## config.mk

```make
export PLATFORM = sky130hd
export DESIGN_NAME = sva_seq_engine
export DESIGN_NICKNAME = d
export VERILOG_FILES = /design/src/rtl/sva_seq_pkg.sv /design/src/rtl/sva_step_slot.sv /design/src/rtl/sva_seq_engine.sv
export SDC_FILE = /design/constraint.sdc
export NUM_CORES = 1
export LEC_CHECK = 0
export CORE_MARGIN = 1
export CORE_UTILIZATION = 42
export CTS_CLUSTER_DIAMETER = 80
export CTS_CLUSTER_SIZE = 25
export DETAILED_ROUTE_END_ITERATION = 10
export GPL_TIMING_DRIVEN = 0
export PLACE_DENSITY = 0.75
export SYNTH_ARGS = -nofsm -noshare
export SYNTH_HDL_FRONTEND = slang
export SYNTH_SLANG_ARGS = --single-unit
export TNS_END_PERCENT = 30
```

## constraint.sdc

```tcl
create_clock -name sys_clk -period 4.1 [get_ports sys_clk]
set_clock_uncertainty 0.1 [all_clocks]
set_input_delay 0.615 -clock sys_clk [delete_from_list [all_inputs] [get_ports sys_clk]]
set_output_delay 0.615 -clock sys_clk [all_outputs]
set_load 0.02 [all_outputs]
```

## src/rtl/sva_seq_pkg.sv

```systemverilog
// Shared types and helpers for the SVA sequence engine: slot record,
// term-hit test, modular age and collision resolution.
package sva_seq_pkg;

    localparam int MAX_W = 32;

    typedef logic [MAX_W-1:0] word_t;

    typedef struct packed {
        logic  active;
        word_t start_ts;
    } slot_t;

    function automatic logic term_hit(input word_t s, input word_t v, input word_t m);
        return ((s ^ v) & m) == '0;
    endfunction

    // Age is taken modulo 2^w so it stays correct across timestamp wrap.
    function automatic word_t age(input word_t now, input word_t start, input int w);
        word_t mask;
        mask = {MAX_W{1'b1}} >> (MAX_W - w);
        return (now - start) & mask;
    endfunction

    function automatic slot_t pick(input slot_t a, input slot_t b, input word_t now,
                                   input int w, input logic oldest);
        word_t age_a;
        word_t age_b;
        slot_t r;
        age_a = age(now, a.start_ts, w);
        age_b = age(now, b.start_ts, w);
        if (!a.active) begin
            r = b;
        end else if (!b.active) begin
            r = a;
        end else if (oldest) begin
            r = (age_a >= age_b) ? a : b;
        end else begin
            r = (age_a <= age_b) ? a : b;
        end
        return r;
    endfunction

endpackage

```

## src/rtl/sva_step_slot.sv

```systemverilog
// One sequence step: evaluates the resident attempt (and, for step 0, the
// newly launched one), emits advance/fail flags and merges arrivals.
module sva_step_slot
    import sva_seq_pkg::*;
#(
    parameter int SIG_W        = 2,
    parameter int TS_W         = 8,
    parameter bit MERGE_OLDEST = 1'b1
) (
    input  logic             sys_clk,
    input  logic             sys_rst_n,
    input  logic             clear,
    input  logic             eval,
    input  logic [SIG_W-1:0] sig,
    input  logic [SIG_W-1:0] match_mask,
    input  logic [SIG_W-1:0] match_val,
    input  logic [SIG_W-1:0] stall_mask,
    input  logic [SIG_W-1:0] stall_val,
    input  logic             stall_en,
    input  word_t            ts_now,
    input  slot_t            land_in,
    input  slot_t            extra_in,
    output slot_t            slot_o,
    output slot_t            adv_o,
    output logic             fail_own_o,
    output logic             fail_extra_o,
    output logic             merge_o
);

    slot_t slot_q, slot_d;
    slot_t own, ext, own_adv, ext_adv, own_stay, ext_stay, stay_a, stay;
    logic  m_hit, s_hit;

    always_comb begin
        m_hit = term_hit(word_t'(sig), word_t'(match_val), word_t'(match_mask));
        s_hit = stall_en && term_hit(word_t'(sig), word_t'(stall_val), word_t'(stall_mask));

        own = slot_q;
        own.active = slot_q.active && eval;
        ext = extra_in;
        ext.active = extra_in.active && eval;

        own_adv = own;
        own_adv.active = own.active && m_hit;
        ext_adv = ext;
        ext_adv.active = ext.active && m_hit;
        own_stay = own;
        own_stay.active = own.active && !m_hit && s_hit;
        ext_stay = ext;
        ext_stay.active = ext.active && !m_hit && s_hit;

        fail_own_o   = own.active && !m_hit && !s_hit;
        fail_extra_o = ext.active && !m_hit && !s_hit;

        // Two attempts advancing together collide at the next step; resolve here.
        adv_o  = pick(own_adv, ext_adv, ts_now, TS_W, MERGE_OLDEST);
        stay_a = pick(land_in, own_stay, ts_now, TS_W, MERGE_OLDEST);
        stay   = pick(stay_a, ext_stay, ts_now, TS_W, MERGE_OLDEST);

        merge_o = (own_adv.active && ext_adv.active) ||
                  ((2'(land_in.active) + 2'(own_stay.active) + 2'(ext_stay.active)) > 2'd1);

        slot_d = slot_q;
        if (clear) begin
            slot_d = '0;
        end else if (eval) begin
            slot_d = stay;
        end
    end

    always_ff @(posedge sys_clk or negedge sys_rst_n) begin
        if (!sys_rst_n) begin
            slot_q <= '0;
        end else begin
            slot_q <= slot_d;
        end
    end

    assign slot_o = slot_q;

endmodule

```

## src/rtl/sva_seq_engine.sv

```systemverilog
// Multi-thread SVA sequence evaluator: timestamp counter, per-step slots,
// success reporting, fail popcount with oldest-fail selection.
module sva_seq_engine
    import sva_seq_pkg::*;
#(
    parameter int SIG_W         = 2,
    parameter int NUM_STEPS     = 2,
    parameter int TS_W          = 8,
    parameter bit VACUOUS_START = 1'b1,
    parameter bit MERGE_OLDEST  = 1'b1,
    localparam int FN_W = $clog2(NUM_STEPS + 2),
    localparam int FS_W = (NUM_STEPS > 1) ? $clog2(NUM_STEPS) : 1
) (
    input  logic                       sys_clk,
    input  logic                       sys_rst_n,
    input  logic                       clear,
    input  logic                       sample_en,
    input  logic                       start_en,
    input  logic [SIG_W-1:0]           sig,
    input  logic [NUM_STEPS*SIG_W-1:0] match_mask,
    input  logic [NUM_STEPS*SIG_W-1:0] match_val,
    input  logic [NUM_STEPS*SIG_W-1:0] stall_mask,
    input  logic [NUM_STEPS*SIG_W-1:0] stall_val,
    input  logic [NUM_STEPS-1:0]       stall_en,
    output logic                       succ,
    output logic [TS_W-1:0]            succ_ts,
    output logic [TS_W-1:0]            succ_lat,
    output logic                       fail,
    output logic [FN_W-1:0]            fail_num,
    output logic [TS_W-1:0]            fail_ts,
    output logic [FS_W-1:0]            fail_step,
    output logic                       merge,
    output logic [NUM_STEPS-1:0]       active_vec,
    output logic                       busy
);

    logic [TS_W-1:0] ts_q, ts_d;
    logic            eval;
    word_t           ts_w;
    slot_t           new_att;
    slot_t           cur [NUM_STEPS];
    slot_t           adv [NUM_STEPS];
    logic [NUM_STEPS-1:0] fail_own, fail_extra, merge_k;

    logic            succ_q, succ_d, fail_q, fail_d, merge_q, merge_d;
    logic [TS_W-1:0] succ_ts_q, succ_ts_d, succ_lat_q, succ_lat_d, fail_ts_q, fail_ts_d;
    logic [FN_W-1:0] fail_num_q, fail_num_d, cnt;
    logic [FS_W-1:0] fail_step_q, fail_step_d, best_step;
    logic [TS_W-1:0] best_ts;
    word_t           best_age, a;
    logic            best_found;

    assign eval    = sample_en && !clear;
    assign ts_w    = word_t'(ts_q);
    assign new_att = '{active: eval && start_en, start_ts: ts_w};

    for (genvar k = 0; k < NUM_STEPS; k++) begin : g_step
        slot_t land_in, extra_in;
        if (k == 0) begin : g_first
            assign land_in  = '0;
            assign extra_in = new_att;
        end else begin : g_rest
            assign land_in  = adv[k-1];
            assign extra_in = '0;
        end
        sva_step_slot #(
            .SIG_W(SIG_W), .TS_W(TS_W), .MERGE_OLDEST(MERGE_OLDEST)
        ) u_slot (
            .sys_clk      (sys_clk),
            .sys_rst_n    (sys_rst_n),
            .clear        (clear),
            .eval         (eval),
            .sig          (sig),
            .match_mask   (match_mask[k*SIG_W +: SIG_W]),
            .match_val    (match_val[k*SIG_W +: SIG_W]),
            .stall_mask   (stall_mask[k*SIG_W +: SIG_W]),
            .stall_val    (stall_val[k*SIG_W +: SIG_W]),
            .stall_en     (stall_en[k]),
            .ts_now       (ts_w),
            .land_in      (land_in),
            .extra_in     (extra_in),
            .slot_o       (cur[k]),
            .adv_o        (adv[k]),
            .fail_own_o   (fail_own[k]),
            .fail_extra_o (fail_extra[k]),
            .merge_o      (merge_k[k])
        );
        assign active_vec[k] = cur[k].active;
    end

    always_comb begin
        ts_d = ts_q;
        if (clear) begin
            ts_d = '0;
        end else if (sample_en) begin
            ts_d = ts_q + TS_W'(1);
        end

        succ_d     = adv[NUM_STEPS-1].active;
        succ_ts_d  = succ_ts_q;
        succ_lat_d = succ_lat_q;
        if (succ_d) begin
            succ_ts_d  = adv[NUM_STEPS-1].start_ts[TS_W-1:0];
            succ_lat_d = TS_W'(age(ts_w, adv[NUM_STEPS-1].start_ts, TS_W));
        end

        cnt        = '0;
        best_found = 1'b0;
        best_age   = '0;
        best_ts    = '0;
        best_step  = '0;
        a          = '0;
        for (int k = 0; k < NUM_STEPS; k++) begin
            if (fail_own[k]) begin
                cnt = cnt + FN_W'(1);
                a   = age(ts_w, cur[k].start_ts, TS_W);
                if (!best_found || a > best_age) begin
                    best_found = 1'b1;
                    best_age   = a;
                    best_ts    = cur[k].start_ts[TS_W-1:0];
                    best_step  = FS_W'(k);
                end
            end
        end
        // The fresh attempt is the youngest, so it is reported only when alone.
        if (!VACUOUS_START && fail_extra[0]) begin
            cnt = cnt + FN_W'(1);
            if (!best_found) begin
                best_ts   = ts_q;
                best_step = '0;
            end
        end

        fail_d      = cnt != '0;
        fail_num_d  = fail_num_q;
        fail_ts_d   = fail_ts_q;
        fail_step_d = fail_step_q;
        if (fail_d) begin
            fail_num_d  = cnt;
            fail_ts_d   = best_ts;
            fail_step_d = best_step;
        end

        merge_d = |merge_k;
    end

    always_ff @(posedge sys_clk or negedge sys_rst_n) begin
        if (!sys_rst_n) begin
            ts_q        <= '0;
            succ_q      <= 1'b0;
            succ_ts_q   <= '0;
            succ_lat_q  <= '0;
            fail_q      <= 1'b0;
            fail_num_q  <= '0;
            fail_ts_q   <= '0;
            fail_step_q <= '0;
            merge_q     <= 1'b0;
        end else begin
            ts_q        <= ts_d;
            succ_q      <= succ_d;
            succ_ts_q   <= succ_ts_d;
            succ_lat_q  <= succ_lat_d;
            fail_q      <= fail_d;
            fail_num_q  <= fail_num_d;
            fail_ts_q   <= fail_ts_d;
            fail_step_q <= fail_step_d;
            merge_q     <= merge_d;
        end
    end

    assign succ      = succ_q;
    assign succ_ts   = succ_ts_q;
    assign succ_lat  = succ_lat_q;
    assign fail      = fail_q;
    assign fail_num  = fail_num_q;
    assign fail_ts   = fail_ts_q;
    assign fail_step = fail_step_q;
    assign merge     = merge_q;
    assign busy      = |active_vec;

endmodule

```

== Yosys cells after proc, flatten, opt, wreduce, memory -nomap -nowiden ==
Cells that the tools add are included.

* ROM bits: 0
* Memories: 0
* Bits in latches: 0
* Bits in writable memories: 0
* Input port bits: 25
* Output and inout port bits: 33
* Flip-flop bits (word level): 104
* Word-level logic and storage cells: 101

* $mul: 0
* Reduce and logical (&&, ||, !) cells: 38
* Divide/modulo/power cells: 0
* Bitwise logic cells: 8
* Shifts and indexed selects: 0
* Equality and inequality tests: 3
* Mux-type cells: 25
* $lt $le $gt $ge: 5
* Add/subtract/negate cells: 9

{| class="wikitable"
|+ Operators by type and width
! operator !! count
|-
| $mux 33 || 10
|-
| $and 32x2->32 || 4
|-
| $logic_not 32->1 || 4
|-
| $mux 32 || 4
|-
| $mux 8 || 6
|-
| $sub 8x8->8 || 5
|-
| $gt 8x32->1 || 1
|-
| $logic_and 1x1->1 || 19
|-
| $ge 8x8->1 || 2
|-
| $add 8x1->8 const B || 1
|-
| $xor 2x2->2 || 4
|-
| $logic_not 1->1 || 6
|-
| $reduce_bool 2->1 || 3
|-
| $add 1x1->2 || 2
|-
| $gt 2x1->1 const B || 2
|-
| $mux 1 || 4
|-
| $ne 4x4->1 const B || 1
|-
| $reduce_or 2->1 || 2
|-
| $ne 3x2->1 const B || 1
|-
| $ne 3x3->1 const B || 1
|-
| $reduce_and 3->1 || 1
|-
| $add 2x1->2 const B || 1
|-
| $logic_or 1x1->1 || 2
|-
| $mux 2 || 1
|-
| $reduce_and 2->1 || 1
|}

== Depth between registers and ports, before layout ==
Gate-level depths: netlist (run 1).

* Word-level depth: 15
* Depth in mapped cells: 20
* Gate-level depth less buffers: 19

== Modules after synthesis ==
Synthesis (run 1) repeated with hierarchy kept, for this count alone.

* Cell total of the unflattened synthesis: 1105
* Area total of the unflattened synthesis: 10303.6 um^2

{| class="wikitable"
|+ Modules (own cells, without submodules)
! module !! sequential area each (um^2) !! area each (um^2) !! cells an instance !! instances
|-
| sva_step_slot at g_step[0].u_slot || 825.8 || 3806.2 || 412 || 1
|-
| sva_step_slot at g_step[1].u_slot || 825.8 || 3784.9 || 420 || 1
|-
| sva_seq_engine || 950.9 || 2712.6 || 273 || 1
|}

== Worst setup path after synthesis (run 1) ==
No wires, ideal clock.

* Path type: input to register
* Start: in sample_en
* End: reg g_step[1].u_slot.slot_q (netlist bit g_step[1].u_slot.slot_o[0])
* Data required time: 3.875 ns
* Stages: 20
* Library setup time: 0.125 ns
* Buffers on the path: 1
* Arrival: 4.039 ns
* Path slack: -0.164 ns
* Path through: buf_4 -> and2b_1 -> nand2_1 -> nor2_2 -> o21ai_0 -> ha_1 -> fa_1 -> nor2b_1 -> o21ai_0 -> nand2b_1 -> a21o_1 -> a21oi_1 -> xnor2_1 -> ha_1 -> nand4_1 -> nor2_1 -> o31ai_1 -> a31o_2 -> o21ai_2 -> mux2_2

* Word-level cells in the longest chain between the ends: 12
* Elaborated cells on any way between the ends: 23
* Classes of those cells: 1 x add/sub; 1 x order compare; 2 x eq/ne; 8 x mux; 11 x reduce/logical

{| class="wikitable"
|+ Ends and longest elaborated chain
! item !! line !! RTL
|-
| start, declared || sva_seq_engine.sv:17 || <nowiki>input logic sample_en,</nowiki>
|-
| $logic_and 1x1->1 * || sva_seq_engine.sv:53 || <nowiki>assign eval = sample_en && !clear;</nowiki>
|-
| parallel branches: the longest is 11 deep, another holds $sub 8x8->8 || - ||
|-
| end signal, assigned || sva_step_slot.sv:75 || <nowiki>slot_q <= slot_d;</nowiki>
|-
| end, declared || sva_step_slot.sv:30 || <nowiki>slot_t slot_q, slot_d;</nowiki>
|}

Every way passes the cells marked *. The select of a mux whose other input is x is not followed.
A chain may end at the register's enable or synchronous reset.

== Worst setup path in the final report (run 1) ==
* Start: in match_val[1]
* End: reg g_step[1].u_slot.slot_q (netlist bit g_step[1].u_slot.slot_o[0])

* Word-level cells in the longest chain between the ends: 12
* Elaborated cells on any way between the ends: 18
* Classes of those cells: 1 x add/sub; 1 x order compare; 2 x eq/ne; 8 x mux; 2 x bitwise; 4 x reduce/logical

{| class="wikitable"
|+ Ends and longest elaborated chain
! item !! line !! RTL
|-
| start, declared || sva_seq_engine.sv:21 || <nowiki>input logic [NUM_STEPS*SIG_W-1:0] match_val,</nowiki>
|-
| $xor 2x2->2 * || sva_seq_pkg.sv:15 || <nowiki>return ((s ^ v) & m) == '0;</nowiki>
|-
| $and 32x2->32 * || sva_seq_pkg.sv:15 ||
|-
| $logic_not 32->1 * || sva_seq_pkg.sv:15 ||
|-
| $logic_and 1x1->1 || sva_step_slot.sv:46 || <nowiki>ext_adv.active = ext.active && m_hit;</nowiki>
|-
| $mux 32 || sva_seq_pkg.sv:34 || <nowiki>end else if (!b.active) begin</nowiki>
|-
| $mux 33 * || sva_seq_pkg.sv:32 || <nowiki>if (!a.active) begin</nowiki>
|-
| parallel branches: the longest is 6 deep, another holds $sub 8x8->8 || - ||
|}

Marked as above.

==> results of run 1 <==
per-layer routing:
metal  global-route usage (%)  share of wire [%]  vias to the layer above
met5                        0                  0                        -
met4                     5.46                2.1                        0
met3                     3.11                4.9                       20
met2                     37.2                 49                       82
met1                     28.4                 44                     1724
li1                         -                  -                     1713
worst max-delay path by stage:
stage / start / to / cells after the start
after global placement: sig[1] / g_step[1].u_slot.slot_o[5] / 19
final: match_val[1] / g_step[1].u_slot.slot_o[0] / 19
after detailed placement: sig[1] / g_step[1].u_slot.slot_o[7] / 19
after CTS: clear / g_step[1].u_slot.slot_o[5] / 18
after global routing: match_val[1] / g_step[1].u_slot.slot_o[0] / 19
after floorplan: sample_en / g_step[1].u_slot.slot_o[0] / 20
cell usage in the layout, fill, tap and decap left out, drive strengths merged, types with 3 or more instances in the layout:
cell | synthesis | routed
buf | 5 | 33
nand3 | 3 | 3
mux2i | 10 | 10
fa | 4 | 4
clkbuf | 5 | 11
nand2b | 3 | 3
xor2 | 25 | 25
nand2 | 48 | 48
a21oi | 24 | 24
clkinv | 1 | 3
a21o | 12 | 12
nor3 | 10 | 10
xnor2 | 16 | 16
mux2 | 10 | 10
a22oi | 4 | 4
or2 | 3 | 3
a31oi | 4 | 4
nand4 | 5 | 5
nor2 | 39 | 39
o21ai | 23 | 23
and2 | 12 | 12
ha | 47 | 47
clkdlybuf4s50 | 0 | 48
inv | 36 | 37
a221o | 8 | 8
or3 | 4 | 4
dfrtp | 56 | 56
nor2b | 8 | 8
worst max-delay path, stage by stage:
cell and delay (ns):
buf_8 0.10, xor2_4 0.18, a22o_1 0.29, nor2_4 0.20, mux2i_2 0.30, ha_1 0.31
nor2b_4 0.14, o21ai_2 0.13, nand2b_1 0.09, a21o_1 0.20, a21oi_2 0.15, xnor2_1 0.09
ha_1 0.30, nand4_1 0.08, nor2_1 0.09, o31ai_1 0.07, a31o_2 0.28, o21ai_4 0.18
mux2_4 0.34
Yosys cell counts, types with 5 or more instances:
cell type / n / share of area, %
dfrtp_1: 56 / 34
nand2_1: 48 / 4.4
ha_1: 47 / 14
nor2_1: 38 / 3.5
inv_1: 36 / 3.3
a21oi_1: 24 / 2.9
xor2_1: 24 / 5.1
o21ai_0: 22 / 2.7
xnor2_1: 16 / 3.4
a21o_1: 12 / 2.2
and2_1: 12 / 1.8
mux2_2: 10 / 2.7
mux2i_1: 10 / 2.4
nor3_1: 9 / 1.1
a221o_1: 8 / 1.9
nor2b_1: 8 / 1.2
clkbuf_1: 5 / 0.45
nand4_1: 5 / 0.76
per-stage QoR:
stage          hold WS, ns  std cells  power [W]  setup slack, ns
2_1_floorplan        0.219        444   0.000810           0.0116
3_3_place_gp         0.360        629   0.000912            -1.00
3_5_place_dp         0.363        630   0.000927            -1.02
4_1_cts              0.168        651    0.00127          0.00509
5_1_grt              0.191        661    0.00136           -0.115
6_report             0.150        661    0.00130           0.0556
flip-flops by register name, indices dropped and copies added, names as in the netlist:
signal / cells
g_step.u_slot.slot_o: 18
fail_ts: 8
succ_lat: 8
succ_ts: 8
ts_q: 8
fail_num: 2
fail: 1
fail_step: 1
merge: 1
succ: 1
power by group through the flow:
stage / Sequential (W) / Combinational [W] / Clock (W)
6_report: 0.000577 / 0.000398 / 0.000322
3_3_place_gp: 0.000587 / 0.000325 / 0
2_1_floorplan: 0.000594 / 0.000216 / 0
3_5_place_dp: 0.000587 / 0.000340 / 0
4_1_cts: 0.000577 / 0.000371 / 0.000324
5_1_grt: 0.000580 / 0.000438 / 0.000343
kinds of logic (layout without fill, tap and decap cells):
group	after synthesis	after routing	synth area share (%)
AND/OR/NAND/NOR	139	139	15.8
AO/OA/AOI/OAI	90	90	15.4
multiplexers	20	20	5.15
XOR/XNOR	41	41	8.88
flip-flops	56	56	33.9
adder cells (fa/ha/maj)	51	51	16.2
buffers and inverters	47	135	4.64
final cells by class:
cell class / instances / area (sq um)
Fill cell: 844 / 4070
Multi-Input combinational cell: 341 / 2700
Sequential cell: 56 / 1400
Timing Repair Buffer: 80 / 754
Inverter: 37 / 141
Clock inverter: 3 / 22.5
Clock buffer: 5 / 68.8
Buffer: 10 / 52.6
Tap cell: 129 / 161
repair_timing:
item                                   4_1_cts  5_1_grt
pin swaps                                   11       17
setup endpoints to repair                   17       17
resized for setup                           35       33
endpoints found under the hold margin        0        0
setup buffers                               13       10
hold buffers                                 0        0
==> impl_metrics.tcl, run 1 <==
set metrics [dict create \
    status "finished, final reports clean" \
    synth_cell_types 48 \
    cts_tree "done" \
    root_buffer "clkbuf_8" \
    dieArea_sq_mm 0.0102 \
    fp.dieH_um 101 \
    crit_path_max_fanout 8 \
    overflow 0 \
    routed_wl_um 10900 \
    power_leakage_nw 2.47 \
    core-area_sq_mm 0.00937 \
    synthArstFlopShare_pct 100 \
    dpl.hpwl_um 8140 \
    worstMarginPinSlew_ns 0.669 \
    synth_nets 520 \
    p_seq_share_pct 44.5 \
    drive_above_1_share_pct 16.0 \
    clockBufferDepth 2 \
    grt_pass1_vias 3528 \
    synth-seq-area-share_pct 33.9 \
    required_ns 4.21 \
    fmax_ghz 0.247 \
    syn_inst 444 \
    clkTransAtPathRegs_ns 0.11 \
    antenna_found_initial 0 \
    ys_ff_latch 56 \
    slew_headroom_pct 55.1 \
    final_max_slew_viol_count 0 \
    tns_ns 0 \
    ys_warn_count 0 \
    area_delta_synth_final_pct 28.6 \
    place.gp.congestion 0.884 \
    hold_class "input pin to asynchronous set/reset pin" \
    io_pins 58 \
    grt.total_usage_pct 21.5 \
    initial_core_util_pct 44.0 \
    vias 3539 \
    fin_crit_ns 4.04 \
    design_area_sq_mm 0.00531 \
    finalSetupViolCount 0 \
    die_x_um 101 \
    detailed_place.area_sq_mm 0.00487 \
    crit_type "input pin to register" \
    postRouteAntennaNets 0 \
    clkPwrFrac_pct 24.8 \
    netlist_area_sq_mm 0.00413 \
    nets 607 \
    portBuffers 56 \
    comb_power_share_pct 30.6 \
    reg2reg_from "g_step[0].u_slot.slot_o[32]" \
    swShare_pct 32.1 \
    powerDensity_mw_per_mm2 244 \
    core.rowCount 35 \
    first_pass_iters 4 \
    cp-start-kind "input pin" \
    antennaDiodeCount 0 \
    timing.final.crit_share_pct 98.6 \
    reg2reg_to "g_step[1].u_slot.slot_o[0]" \
    synth_area_per_cell_sq_um 9.30 \
    worstSkewPairLatency_ns 0.32 \
    viasPerCell 5.35 \
    max_cap_violations 0 \
    cts_buffers 5 \
    rsz0062_at_grt "yes" \
    cp-end-kind "register" \
    drcViolationCount 0 \
    hold_viol 0 \
    synth_flop_cell "dfrtp_1" \
    wl_per_cell_um 16.5 \
    power_switching_w 0.000416 \
    synth_edf_count 0 \
    reg2reg_setup_slack_ns 0.21 \
    fin_util_pct 56.6 \
    htreeDepth 2 \
    ir_drop_mv 0.143 \
    cp_data_arrival_time_ns 4.15 \
    drt_iter0_drc 188 \
    p_int_w 0.000881 \
    grt_max_degree 35 \
    worst_r2r_path_depth 17 \
    grt_pass1_wl_um 17000 \
    cts.sinks 56 \
]
Power figures use the tool's default switching activity.
==> run 2, diff against run 1 <==
==> constraint.sdc (replaced) <==
create_clock -name sys_clk -period 4.4 [get_ports sys_clk]
set_clock_uncertainty 0.1 [all_clocks]
set_input_delay 0.66 -clock sys_clk [delete_from_list [all_inputs] [get_ports sys_clk]]
set_output_delay 0.66 -clock sys_clk [all_outputs]
set_load 0.02 [all_outputs]
==> run 2 against run 1 <==
Net effect:
- sequential share of layout area increased by 0.61 points
- highest routed layer unchanged
- combinational power decreased by 14%
- worst hold slack improved by 0.060 ns
- largest cell class unchanged
- largest power group unchanged
==> impl_metrics.tcl, run 2 (synthesized netlist as in run 1, its figures left out) <==
set metrics [dict create \
    antenna_found_initial 0 \
    wl_per_cell_um 16.5 \
    reg2reg_setup_slack_ns 0.27 \
    cts_buffers 5 \
    grt_pass1_wl_um 16600 \
    worstMarginPinSlew_ns 0.689 \
    core.rowCount 35 \
    viasPerCell 5.43 \
    worstSkewPairLatency_ns 0.31 \
    io_pins 58 \
    initial_core_util_pct 44.0 \
    reg2reg_to "fail_ts[4]" \
    mostFrequentLayoutCells "dfrtp_1 (56), clkdlybuf4s50_1 (50), nand2_1 (47)" \
    crit_slowest_cell "clkdlybuf4s50_1" \
    routed_wl_um 10700 \
    drive_above_1_share_pct 12.5 \
    largest_register_ffs 18 \
    slowest_delay_ns 0.42 \
    cts.sinks 56 \
    cp_data_arrival_time_ns 4.36 \
    cp-start-kind "input pin" \
    status "finished, final reports clean" \
    path_delay_family "simple AND/OR/NAND/NOR gates" \
    dpl_worst_slack_ns -0.928 \
    clkPwrFrac_pct 25.7 \
    core-area_sq_mm 0.00937 \
    vias 3535 \
    timing.final.crit_share_pct 97.0 \
    max_cap_violations 0 \
    dpl.hpwl_um 8370 \
    multi_input_area_sq_mm 0.00266 \
    ir_drop_mv 0.134 \
    p_seq_share_pct 45.5 \
    worst_r2r_path_depth 17 \
    root_buffer "clkbuf_8" \
    first_pass_iters 4 \
    powerDensity_mw_per_mm2 228 \
    finalSetupViolCount 0 \
    design_area_sq_mm 0.00518 \
    fin_util_pct 55.3 \
    clockBufferDepth 2 \
    power.total_w 0.00118 \
    overflow 0 \
    htreeDepth 2 \
    nets 597 \
    grt_pass1_vias 3450 \
    power_switching_w 0.000365 \
    cp_cell_sequence "clkdlybuf4s50_1 -> and2b_2 -> nand2_4 -> nor2_4 -> mux2i_2 -> ha_1 -> nor2b_1 -> o21ai_1 -> nand2b_1 -> a21o_1 -> a21oi_2 -> xnor2_2 -> ha_1 -> nand4_1 -> nor2_1 -> o31ai_1 -> a31o_2 -> o21ai_4 -> mux2_4" \
    p_int_w 0.000816 \
    power_leakage_nw 2.41 \
    antennaDiodeCount 0 \
    grt.total_usage_pct 21.0 \
    comb_power_share_pct 28.8 \
    final_max_slew_viol_count 0 \
    drt_iter0_drc 166 \
    holdWs_ns 0.210 \
    fin_crit_ns 4.27 \
    clkTransAtPathRegs_ns 0.11 \
    area_delta_synth_final_pct 25.6 \
    grt_max_degree 36 \
    fmax_ghz 0.234 \
    hold_viol 0 \
    detailed_place.area_sq_mm 0.00486 \
    cpMostUsedCell "ha_1" \
    hold_class "input pin to asynchronous set/reset pin" \
    die_x_um 101 \
    dieArea_sq_mm 0.0102 \
    swShare_pct 30.9 \
    crit_type "input pin to register" \
    final_common_cell "dfrtp_1" \
    cts_tree "done" \
    cp-end-kind "register" \
    fill_cells 835 \
    timing.final.ws_setup_ns 0.133 \
    portBuffers 56 \
    slew_headroom_pct 53.7 \
    fp.dieH_um 101 \
    reg2reg_from "ts_q[0]" \
    required_ns 4.50 \
    seq_area_sq_mm 0.00140 \
    cp_num_buf_inv 1 \
    drcViolationCount 0 \
    postRouteAntennaNets 0 \
    place.gp.congestion 0.867 \
    crit_path_max_fanout 8 \
]
[run 2: power groups by stage]
stage                     sequential, W  combinational, W  clock (W)
after floorplan                0.000554          0.000201          0
final                          0.000537          0.000341   0.000304
after global routing           0.000539          0.000374   0.000331
after CTS                      0.000537          0.000325   0.000307
after detailed placement       0.000547          0.000313          0
after global placement         0.000547          0.000299          0
[run 2: per-stage QoR]
stage          TNS [ns]  cells
6_report              0    651
2_1_floorplan         0    444
5_1_grt         -0.0309    651
3_3_place_gp      -7.21    629
3_5_place_dp      -8.61    630
4_1_cts        -0.00561    643
[run 2: how the worst max path moves through the flow]
stage / from / to / slack, ns / cells after the start
after floorplan: sample_en / g_step[1].u_slot.slot_o[0] / 0.09 / 20
after global placement: sig[1] / g_step[1].u_slot.slot_o[4] / -0.84 / 19
after detailed placement: sig[1] / g_step[1].u_slot.slot_o[6] / -0.93 / 19
after CTS: match_val[0] / g_step[1].u_slot.slot_o[6] / -0.004 / 19
after global routing: clear / g_step[1].u_slot.slot_o[6] / -0.008 / 19
final: clear / g_step[1].u_slot.slot_o[6] / 0.13 / 19
[run 2: area by class of cell]
| type | count | share of cell area (%) |
|---|---|---|
| sequential | 56 | 27.0 |
| clock buffer | 6 | 1.59 |
| timing repair buffer | 70 | 13.0 |
| tap | 129 | 3.11 |
| clock inverter | 2 | 0.290 |
| multi-input combinational | 341 | 51.3 |
| inverter | 37 | 2.68 |
| buffer | 10 | 1.01 |
[run 2: worst register-to-register path: stages, from the launching register on]
cell	delay, ns
dfrtp_1	0.42
inv_1	0.25
ha_1	0.23
inv_1	0.06
fa_1	0.41
a21o_1	0.20
a21oi_1	0.22
o21bai_1	0.10
a21oi_1	0.17
xnor2_1	0.14
nand2_1	0.07
ha_1	0.34
a21o_1	0.19
a22oi_1	0.16
a31oi_1	0.11
o21ai_1	0.28
a211oi_4	0.17
a221o_1	0.40
[run 2: routing by layer]
metal  wire, um  track usage, %  vias to the layer above
li1           -               -                     1678
met1       4660            26.9                     1731
met2       5320            35.9                      102
met3        471            3.73                       24
met4        259            6.91                        0
met5          0               0                        -
[run 2: what timing repair did]
item / CTS / global route
hold buffers: 0 / 0
pin swaps: 5 / 9
cloned: 0 / 0
setup buffers: 5 / 8
gates resized for setup: 16 / 23
setup endpoints to repair: 8 / 16
